===== config.mk =====
export PLATFORM = sky130hd
export DESIGN_NAME = scanchain_cmd_parser
export DESIGN_NICKNAME = d
export VERILOG_FILES = /design/src/rtl/scanchain_pkg.sv /design/src/rtl/scanchain_cmd_timeout.sv /design/src/rtl/scanchain_cmd_parser.sv
export SDC_FILE = /design/constraint.sdc
export NUM_CORES = 1
export LEC_CHECK = 0
export ABC_AREA = 1
export BUFFER_PORTS_ARGS = -buffer_cell sky130_fd_sc_hd__buf_4
export CAP_MARGIN = 20
export CORE_MARGIN = 3
export CORE_UTILIZATION = 64
export CTS_BUF_LIST = sky130_fd_sc_hd__clkbuf_8
export DETAILED_ROUTE_END_ITERATION = 10
export PLACE_DENSITY = 0.95
export SYNTH_ARGS = -nofsm -noshare
export SYNTH_HDL_FRONTEND = slang
export SYNTH_SLANG_ARGS = --single-unit
export TNS_END_PERCENT = 1

===== constraint.sdc =====
create_clock -name clk_i -period 4.7 [get_ports clk_i]
set_input_delay 0.47 -clock clk_i [delete_from_list [all_inputs] [get_ports clk_i]]
set_output_delay 0.47 -clock clk_i [all_outputs]
set_load 0.01 [all_outputs]

===== src/rtl/scanchain_pkg.sv =====
// scanchain_pkg: opcodes, parser state enum, width defaults and byte-count helpers shared with the scan-chain writer
package scanchain_pkg;
  localparam logic [7:0] OPCODE_WRITE     = 8'h53;
  localparam logic [7:0] OPCODE_WRITE_RST = 8'h52;
  localparam int DEF_ADDR_BITS    = 12;
  localparam int DEF_PAYLOAD_BITS = 160;
  typedef enum logic [2:0] {ST_IDLE, ST_ADDR, ST_PAYLOAD, ST_CHECK, ST_HOLD} state_e;
  function automatic int addr_bytes(input int bits);
    return (bits + 7) / 8;
  endfunction
  function automatic int payload_bytes(input int bits);
    return (bits + 7) / 8;
  endfunction
endpackage


===== src/rtl/scanchain_cmd_timeout.sv =====
// scanchain_cmd_timeout: inter-byte idle counter; clr_i zeroes it, en_i counts, expire_o fires once the count has reached TIMEOUT_CYCLES
//   clk_i, rst_ni : clock, async active-low reset
//   en_i          : parser is inside a frame
//   clr_i         : byte accepted or not inside a frame
//   expire_o      : abort the current frame this cycle
module scanchain_cmd_timeout #(
  parameter int TIMEOUT_CYCLES = 1_000_000
) (
  input  logic clk_i,
  input  logic rst_ni,
  input  logic en_i,
  input  logic clr_i,
  output logic expire_o
);
  localparam int CW = $clog2(TIMEOUT_CYCLES + 1);
  logic [CW-1:0] cnt_q;
  assign expire_o = en_i && cnt_q == CW'(TIMEOUT_CYCLES);
  always_ff @(posedge clk_i or negedge rst_ni) begin
    if (!rst_ni) cnt_q <= '0;
    else cnt_q <= clr_i ? '0 : (en_i && !expire_o) ? cnt_q + 1'b1 : cnt_q;
  end
endmodule


===== src/rtl/scanchain_cmd_parser.sv =====
// scanchain_cmd_parser: assembles opcode/address/payload byte frames into scan-write commands on a valid/ready port
//   clk_i, rst_ni          : clock, async active-low reset
//   rx_data_i/rx_valid_i/rx_ready_o : byte stream from the UART receiver
//   write_*_o/write_ready_i: assembled command handshake to the scan-chain writer
//   frame_error_o          : one-cycle pulse per dropped byte or frame; error_count_o saturates at FF
//   Macro SCANCHAIN_CMD_CHECKSUM_EN adds a trailing XOR check byte to every frame.
module scanchain_cmd_parser
  import scanchain_pkg::*;
#(
  parameter int ADDR_BITS      = DEF_ADDR_BITS,
  parameter int PAYLOAD_BITS   = DEF_PAYLOAD_BITS,
  parameter int TIMEOUT_CYCLES = 1_000_000
) (
  input  logic                    clk_i,
  input  logic                    rst_ni,
  input  logic [7:0]              rx_data_i,
  input  logic                    rx_valid_i,
  output logic                    rx_ready_o,
  input  logic                    write_ready_i,
  output logic                    write_valid_o,
  output logic [ADDR_BITS-1:0]    write_addr_o,
  output logic [PAYLOAD_BITS-1:0] write_payload_o,
  output logic                    write_reset_o,
  output logic                    frame_error_o,
  output logic [7:0]              error_count_o
);
  localparam int AB = addr_bytes(ADDR_BITS);
  localparam int PB = payload_bytes(PAYLOAD_BITS);
  localparam int IW = $clog2((AB > PB ? AB : PB) + 1);
  state_e                  state_q;
  logic [IW-1:0]           idx_q;
  logic [ADDR_BITS-1:0]    addr_asm_q, addr_nx, write_addr_q;
  logic [PAYLOAD_BITS-1:0] pay_asm_q, pay_nx, write_payload_q;
  logic                    rst_asm_q, write_valid_q, write_reset_q, frame_error_q;
  logic [7:0]              error_count_q;
  logic accept, expire, in_frame, is_op, last_addr, last_pay, adv, chk_bad, load, err;
`ifdef SCANCHAIN_CMD_CHECKSUM_EN
  logic [7:0] xor_q;
  assign chk_bad = state_q == ST_CHECK && rx_data_i != xor_q;
  assign load    = accept && !expire && state_q == ST_CHECK && !chk_bad;
`else
  assign chk_bad = 1'b0;
  assign load    = accept && !expire && state_q == ST_PAYLOAD && last_pay;
`endif
  assign rx_ready_o      = state_q != ST_HOLD;
  assign accept          = rx_valid_i && rx_ready_o;
  assign in_frame        = state_q inside {ST_ADDR, ST_PAYLOAD, ST_CHECK};
  assign is_op           = rx_data_i == OPCODE_WRITE || rx_data_i == OPCODE_WRITE_RST;
  assign last_addr       = idx_q == IW'(AB - 1);
  assign last_pay        = idx_q == IW'(PB - 1);
  assign adv             = accept && ((state_q == ST_ADDR && !last_addr) || (state_q == ST_PAYLOAD && !last_pay));
  assign err             = expire || (accept && ((state_q == ST_IDLE && !is_op) || chk_bad));
  assign write_valid_o   = write_valid_q;
  assign write_addr_o    = write_addr_q;
  assign write_payload_o = write_payload_q;
  assign write_reset_o   = write_reset_q;
  assign frame_error_o   = frame_error_q;
  assign error_count_o   = error_count_q;
  scanchain_cmd_timeout #(.TIMEOUT_CYCLES(TIMEOUT_CYCLES)) u_timeout (
    .clk_i    (clk_i),
    .rst_ni   (rst_ni),
    .en_i     (in_frame),
    .clr_i    (accept || !in_frame),
    .expire_o (expire)
  );
  // Byte k lands on bits [8k+7:8k]; bits past the field width simply have no home.
  always_comb begin
    addr_nx = addr_asm_q;
    pay_nx  = pay_asm_q;
    for (int b = 0; b < ADDR_BITS; b++)
      if (accept && state_q == ST_ADDR && b / 8 == int'(idx_q)) addr_nx[b] = rx_data_i[b % 8];
    for (int b = 0; b < PAYLOAD_BITS; b++)
      if (accept && state_q == ST_PAYLOAD && b / 8 == int'(idx_q)) pay_nx[b] = rx_data_i[b % 8];
  end
  always_ff @(posedge clk_i or negedge rst_ni) begin
    if (!rst_ni) begin
      state_q         <= ST_IDLE;
      idx_q           <= '0;
      addr_asm_q      <= '0;
      pay_asm_q       <= '0;
      rst_asm_q       <= 1'b0;
      write_valid_q   <= 1'b0;
      write_addr_q    <= '0;
      write_payload_q <= '0;
      write_reset_q   <= 1'b0;
      frame_error_q   <= 1'b0;
      error_count_q   <= '0;
`ifdef SCANCHAIN_CMD_CHECKSUM_EN
      xor_q           <= '0;
`endif
    end else begin
      frame_error_q <= err;
      error_count_q <= error_count_q + ((err && error_count_q != 8'hFF) ? 8'd1 : 8'd0);
      addr_asm_q    <= addr_nx;
      pay_asm_q     <= pay_nx;
      idx_q         <= (adv && !expire) ? idx_q + 1'b1 : (accept || expire) ? '0 : idx_q;
      write_valid_q <= load || (write_valid_q && !write_ready_i);
`ifdef SCANCHAIN_CMD_CHECKSUM_EN
      if (accept) xor_q <= state_q == ST_IDLE ? rx_data_i : xor_q ^ rx_data_i;
`endif
      if (load) begin
        write_addr_q    <= addr_asm_q;
        write_payload_q <= pay_nx;
        write_reset_q   <= rst_asm_q;
      end
      if (state_q == ST_IDLE && accept && is_op) rst_asm_q <= rx_data_i == OPCODE_WRITE_RST;
      // A byte arriving in the expiry cycle is swallowed: the frame is abandoned first.
      if (expire) state_q <= ST_IDLE;
      else
        case (state_q)
          ST_IDLE:    if (accept && is_op) state_q <= ST_ADDR;
          ST_ADDR:    if (accept && last_addr) state_q <= ST_PAYLOAD;
`ifdef SCANCHAIN_CMD_CHECKSUM_EN
          ST_PAYLOAD: if (accept && last_pay) state_q <= ST_CHECK;
          ST_CHECK:   if (accept) state_q <= chk_bad ? ST_IDLE : ST_HOLD;
`else
          ST_PAYLOAD: if (accept && last_pay) state_q <= ST_HOLD;
`endif
          ST_HOLD:    if (write_ready_i) state_q <= ST_IDLE;
          default:    state_q <= ST_IDLE;
        endcase
    end
  end
endmodule


==> results of run 1 <==
## registers in the layout, summed over array words and instances (netlist names)
register / cells
idx_q: 5
write_payload_o: 160
u_timeout.cnt_q: 20
state_q: 3
write_reset_o: 1
error_count_o: 8
write_addr_o: 12
addr_asm_q: 12
rst_asm_q: 1
write_valid_o: 1
frame_error_o: 1
pay_asm_q: 152
## cells in the mapped netlist, drive strengths merged
cell    number
nand2      711
dfrtp      376
o21ai      196
inv         71
nor2        54
buf         48
nand3       31
clkbuf      29
nor3        24
a21oi       15
xor2        10
ha           9
o21a         8
nand4        2
a31oi        1
nand3b       1
nor3b        1
nor4         1
o21bai       1
xnor2        1
## per-layer routing
metal | GRT usage | vias to the layer above
met5 | 0 | -
met4 | 0.1054 | 0
met1 | 0.4134 | 5769
met2 | 0.4935 | 557
li1 | - | 5366
met3 | 0.05499 | 101
## worst max-delay path, cell delays in order, from the launching register on
cell,delay [ps]
dfrtp_1,420
inv_1,70
ha_1,140
inv_1,40
nor2_1,80
nand2_1,50
nor2_1,160
nand4_2,300
nand2_8,570
buf_4,840
nand2_1,180
nand2_1,150
## area by class of cell
cell class | instances | share of cell area
well taps | 280 | 0.02029
inverters | 71 | 0.01558
flip-flops and latches | 376 | 0.5448
multi-input cells | 1066 | 0.2655
clock buffers | 68 | 0.05419
repair buffers | 206 | 0.09231
clock inverters | 31 | 0.007318
## final timing paths
path	start	to	slack, ps	depth (start not counted)
worst max-delay path	u_timeout.cnt_q[0]	write_payload_o[24]	1540	11
worst min-delay path	rx_data_i[0]	rst_asm_q	110	2
worst max register to register	u_timeout.cnt_q[0]	write_payload_o[24]	1540	11
worst min register to register	write_payload_o[137]	write_payload_o[137]	480	2
max in group asynchronous	rst_ni	write_payload_o[19]	2970	3
min in group asynchronous	rst_ni	write_payload_o[138]	530	2
## per-stage QoR
step | util | power, mW | setup slack [ps] | cells | hold WS [ps]
6_report | 0.7792 | 6.534 | 1536 | 2098 | 105.4
5_1_grt | 0.7792 | 6.782 | 1170 | 2098 | 89.25
4_1_cts | 0.7789 | 6.555 | 1584 | 2097 | 82.57
3_5_place_dp | 0.7305 | 4.069 | 1574 | 1997 | 466.4
3_3_place_gp | 0.7305 | 4.028 | 1696 | 1997 | 464.0
2_1_floorplan | - | 3.824 | 2617 | 1590 | 174.4
## power by group
group	switching, mW	internal, mW
Clock	1.22	1.30
Sequential	0.0885	3.42
Combinational	0.355	0.160
Total	1.66	4.87
## cell families (layout without fill, tap and decap cells)
kind of cell	after synthesis	count (layout)	share of synthesized area
buf+inv	148	376	0.04472
simple gates	825	825	0.2208
compound gates	221	221	0.07721
xor+xnor	11	11	0.006583
fa+ha+maj	9	9	0.007695
flops	376	376	0.6430
==> results.md, run 1 <==
- Worst-Margin Slew: 1042 ps
- Via density: 5.621
- Clock transition at path regs: 70 ps
- Number of max-cap violations: 0
- Antenna violations before repair: 0
- H-tree levels: 2
- WP data required: 5210 ps
- Layout cells sized above 1: 0.1601
- Total track usage: 0.3014
- Crit share post-route: 0.6732
- Core area: 22,160 sq um
- Maximum fanout along the worst path: 118
- CTS Hold Bufs: 1
- Yosys warns: 0
- Post-CTS Setup Bufs: 0
- Sequential share of the synthesized area: 0.6430
- Overflow after GRT: 0
- Synth area leaders: dfrtp_1 (64%), nand2_1 (18%), o21ai_0 (6.3%), inv_1 (1.7%), buf_2 (1.4%)
- M1 wire length: 14,910 um
- HPWL Detailed: 22,970 um
- Via Count: 11,790
- Final instance area: 17,270 sq um
- Clk root buf: clkbuf_8
- Mapped Area: 14,630 sq um
- Post-synthesis average cell area: 9.204 sq um
- Cell variety after synth: 32
- Final Max Tran Viols: 0
- Worst hold-check path type: input pin to register
- WL final: 37,240 um
- Final-report hold violation count: 0
- Largest net degree at the start of global routing: 119
- Placed Area: 16,190 sq um
- Sum of negative setup slack: 0 ps
- Peak supply drop: 0.2909 mV
- Unrepaired setup endpoints after global routing: false
- Bufs on Longest Clock Path: 3
- RD Place Congestion: 0.8902
- Nets: 1,798
- Most frequent cells in the layout: nand2_1 (708), dfrtp_1 (376), buf_4 (201), o21ai_0 (183), inv_1 (93)
- First-pass GRT wire length: 59,430 um
- Tmin final: 3164 ps
- Number of detailed-route iterations in the first pass: 6
- WL met2: 18,120 um
- Rel. slew slack: 0.3049
- Largest area contributor in the netlist: dfrtp_1
- Post-Synthesis Cells: 1,590
- Crit end category: register
- Commonest non-fill, non-tap cell in the layout: nand2_1
- Status: complete, no violations
- Fmax: 0.3160 GHz
- Met3 Routed Length: 3009 um
- Clk_skew: 14.80 ps
- Die Y: 157.2 um
- Post-DRT Antenna Nets: 0
- Synth Register Bits: 376
- DR WL/cell: 17.75 um
- Register Area: 9409 sq um
- Drc violations: 0
- Ant diodes: 0
- Yosys top cell area share: 0.6430
- TritonCTS clock tree: built
- CTS Sinks: 376
- Clk_lat worst skew: 580 ps
- Endpoints failing setup: 0
- CP Data Arrival Time: 3680 ps
- Multi-input logic area: 4584 sq um
- Die span in x: 157.2 um
- Critical path class: register to register
- PwrDens: 378.4 nW/um^2
- Initial DRC count: 1,030
- Num CTS Buffers: 56
- Area growth syn-to-layout: 18.01%
- Post_cts resized: 0
- Starting density of the core: 0.6603
- P_leak: 9.373 nW
- IO Pins: 196
- Number of fill cells: 1,384
- Vias in the first global route: 11,760
- Die Area: 24,720 sq um
- Port buffer count: 195
- Crit path launch type: register
- Rows: 54
- Top Layer Used: met4
- Mapped Nets: 1,611
(Power assumes the default switching activity.)
==> run 2, diff against run 1 <==
--- a/config.mk
+++ b/config.mk
@@ -5,14 +5,14 @@
 export SDC_FILE = /design/constraint.sdc
 export NUM_CORES = 1
 export LEC_CHECK = 0
-export ABC_AREA = 1
+export ABC_AREA = 0
 export BUFFER_PORTS_ARGS = -buffer_cell sky130_fd_sc_hd__buf_4
 export CAP_MARGIN = 20
 export CORE_MARGIN = 3
-export CORE_UTILIZATION = 64
+export CORE_UTILIZATION = 60
 export CTS_BUF_LIST = sky130_fd_sc_hd__clkbuf_8
 export DETAILED_ROUTE_END_ITERATION = 10
-export PLACE_DENSITY = 0.95
+export PLACE_DENSITY = 0.93
 export SYNTH_ARGS = -nofsm -noshare
 export SYNTH_HDL_FRONTEND = slang
 export SYNTH_SLANG_ARGS = --single-unit
==> constraint.sdc (replaced) <==
create_clock -name clk_i -period 3 [get_ports clk_i]
set_input_delay 0.3 -clock clk_i [delete_from_list [all_inputs] [get_ports clk_i]]
set_output_delay 0.3 -clock clk_i [all_outputs]
set_load 0.01 [all_outputs]
==> run 2 against run 1 <==
Sequential share of layout area fell by 3.5 points. Setup slack got worse by 1000 ps. Routed wire length decreased by 5.9%. Highest routed layer unchanged. Sequential cell count stayed put. First-iteration DRC count fell by 48%. Largest power group unchanged. Critical path type unchanged. Utilization shrank 5.0 points. Maximum frequency grew 28%.
==> results.md, run 2 <==
- DR WL/cell: 22.38 um (+26%)
- WL final: 35,030 um (-5.9%)
- Total track usage: 0.2510 (-0.05045)
- Bufs on Longest Clock Path: 3 (unchanged)
- Worst hold margin: 105.0 ps (-0.4310 ps)
- Antenna violations before repair: 1 (+1)
- Cell variety after synth: 48 (+50%)
- Core area: 25,330 sq um (+14%)
- Post-Synthesis Cells: 971 (-39%)
- Fmax: 0.4060 GHz (+28%)
- Synth Register Bits: 376 (unchanged)
- Ant diodes: 0 (unchanged)
- Commonest non-fill, non-tap cell in the layout: dfrtp_1
- Via density: 5.686 (+1.1%)
- HPWL Detailed: 22,670 um (-1.3%)
- Largest net degree at the start of global routing: 78 (-34%)
- Commonest cells post-synth: dfrtp_1 (376), mux2_4 (170), mux2_2 (167), clkbuf_1 (23), nor2_1 (23)
- Mapped Area: 15,530 sq um (+6.2%)
- Rows: 58 (+7.4%)
- Yosys warns: 0 (unchanged)
- WP data required: 3470 ps (-1740 ps)
- Drc violations: 0 (unchanged)
- Count leader, synth: dfrtp_1
- Synth area leaders: dfrtp_1 (61%), mux2_4 (16%), mux2_2 (12%), buf_6 (1.4%), ha_1 (0.72%)
- Mapped Nets: 992 (-38%)
- Synth Area in Adders: 0.007249 (-0.0004462)
- Final Max Tran Viols: 0 (unchanged)
- Sequential share of the synthesized area: 0.6057 (-0.03728)
- Endpoints failing setup: 0 (unchanged)
- First-pass GRT wire length: 55,760 um (-6.2%)
- CTS Sinks: 376 (unchanged)
- Main combinational cell family by area after synthesis: multiplexers
- Nets: 1,211 (-33%)
- Status: complete, no violations
- Vias in the first global route: 9,765 (-17%)
- Die span in x: 166.9 um (+6.2%)
- Delay-heaviest family, CP: compound AO/OA/AOI/OAI gates
- Critical path class: register to register
- Most frequent cells in the layout: dfrtp_1 (376), buf_4 (201), mux2_4 (170), mux2_2 (167), clkbuf_8 (71)
- Maximum fanout along the worst path: 39 (-67%)
- Clk_lat worst skew: 590 ps (about the same)
- CTS Hold Bufs: 2 (+1)
- Worst-Margin Slew: 791.5 ps (-250.1 ps)
- Number of max-cap violations: 0 (unchanged)
- Num CTS Buffers: 57 (+1.8%)
- Initial DRC count: 532 (-48%)
- Yosys top cell area share: 0.6057 (-0.03728)
- Post-Synth XOR/XNOR Area: 0.01015 (+0.003565)
- Post_cts resized: 0 (unchanged)
- Die Y: 166.9 um (+6.2%)
- Clk root buf: clkbuf_8
- Mux cell area share after synthesis: 0.2860 (+0.2860)
- Port buffer count: 195 (unchanged)
- Peak supply drop: 0.3683 mV (+27%)
- CP Data Arrival Time: 2930 ps (-750 ps)
- Starting density of the core: 0.6134 (-0.04697)
- IO Pins: 196 (unchanged)
- Overflow after GRT: 0 (unchanged)
- Clk_skew: 22.68 ps (+7.875 ps)
- Placed cells: 1,459 (-27%)
- PwrDens: 554.9 nW/um^2 (+47%)
- Critical path, cell by cell: inv_1, ha_1, nor4bb_1, and4_1, a21oi_4, buf_12, mux2_4
- Crit end category: register
- Clock transition at path regs: 60 ps (about the same)
- Post-synthesis average cell area: 16.00 sq um (+74%)
- RD Place Congestion: 0.8224 (-7.6%)
- Top FF cell, synth: dfrtp_1
- Final-report hold violation count: 0 (unchanged)
- Synth Area in Simple Gates: 0.05203 (-0.1688)
- H-tree levels: 2 (unchanged)
- Tmin final: 2463 ps (-701.2 ps)
- Finished Layout Cells: 1,565 (-25%)
- Worst hold-check path type: input pin to register
- Unrepaired setup endpoints after global routing: false
- Area growth syn-to-layout: 18.85%
- Post-DRT Antenna Nets: 0 (unchanged)
- Via Count: 8,898 (-25%)
- Slowest CP cell: a21oi_4
- Largest register FFs: 160 (unchanged)
- Die Area: 27,860 sq um (+13%)
- Rel. slew slack: 0.4707 (+0.1658)
- WP buf/inv: 2 (-1)
- Number of synthesized flops with an enable pin: 0 (unchanged)
- Sum of negative setup slack: 0 ps (unchanged)
- Number of detailed-route iterations in the first pass: 4 (-2)
- Post-synthesis compound-gate area fraction: 0.01192 (-0.06529)
- Async S/R FF share, synth: 1.000 (unchanged)
- Crit share post-route: 0.8210 (+0.1478)
- Crit path launch type: register
- Largest area contributor in the netlist: dfrtp_1
- Max stage delay on crit path: 500 ps (-340 ps)
- Total Power: 10.25 mW (+57%)
- P_leak: 9.489 nW (+1.2%)
- Post-CTS Setup Bufs: 0 (unchanged)
- Layout cells sized above 1: 0.5255 (+0.3654)
- TritonCTS clock tree: built
## run 2: logic make-up after synthesis
logic type / Yosys count
flops: 376
mux: 338
simple gates: 131
buf+inv: 69
compound gates: 30
xor+xnor: 18
fa+ha+maj: 9
## run 2: path summary, 6_finish.rpt
path / startpoint / to / slack (ps) / cells past startpoint
setup / recovery: u_timeout.cnt_q[0] / write_payload_o[145] / 540 / 7
hold / removal: rx_valid_i / idx_q[0] / 100 / 4
setup reg to reg: u_timeout.cnt_q[0] / write_payload_o[145] / 540 / 7
hold reg to reg: pay_asm_q[63] / pay_asm_q[63] / 490 / 1
max in group asynchronous: rst_ni / write_payload_o[93] / 1930 / 3
min in group asynchronous: rst_ni / pay_asm_q[19] / 270 / 2
## run 2: metal layers
layer	up-vias	wire length (um)	GRT usage	part of all wire
met3	63	2047	0.05625	0.058
met4	0	890	0.08286	0.025
li1	3875	-	-	-
met2	286	17230	0.4065	0.49
met1	4674	14860	0.3415	0.42
met5	-	0	0	0
## run 2: worst reg2reg max path, cell delays in order (launching register included)
cell and delay, ps:
dfrtp_1 410, inv_1 100, ha_1 210, nor4bb_1 140, and4_1 280, a21oi_4 500
buf_12 360, mux2_4 390
## run 2: final cells by class
class,count,area [sq um]
sequential,376,9409
clock inverter,33,146.4
timing repair buffer,214,1744
clock buffer,71,977.2
multi-input combinational,526,5718
tap,330,412.9
fill,1482,6863
inverter,15,56.30
## run 2: power by group
part           internal, mW  switching (mW)
Clock                  2.13            1.93
Sequential             5.27           0.146
Combinational         0.311           0.458
## run 2: per-stage QoR
| stage | util | area (sq um) | worst slack (ps) |
|---|---|---|---|
| 6_report | 0.7290 | 18460 | 537.0 |
| 5_1_grt | 0.7290 | 18460 | 332.2 |
| 4_1_cts | 0.7290 | 18460 | 551.0 |
| 3_5_place_dp | 0.6839 | 17320 | 560.1 |
| 3_3_place_gp | 0.6839 | 17320 | 648.4 |
| 2_1_floorplan | - | 15530 | 956.2 |
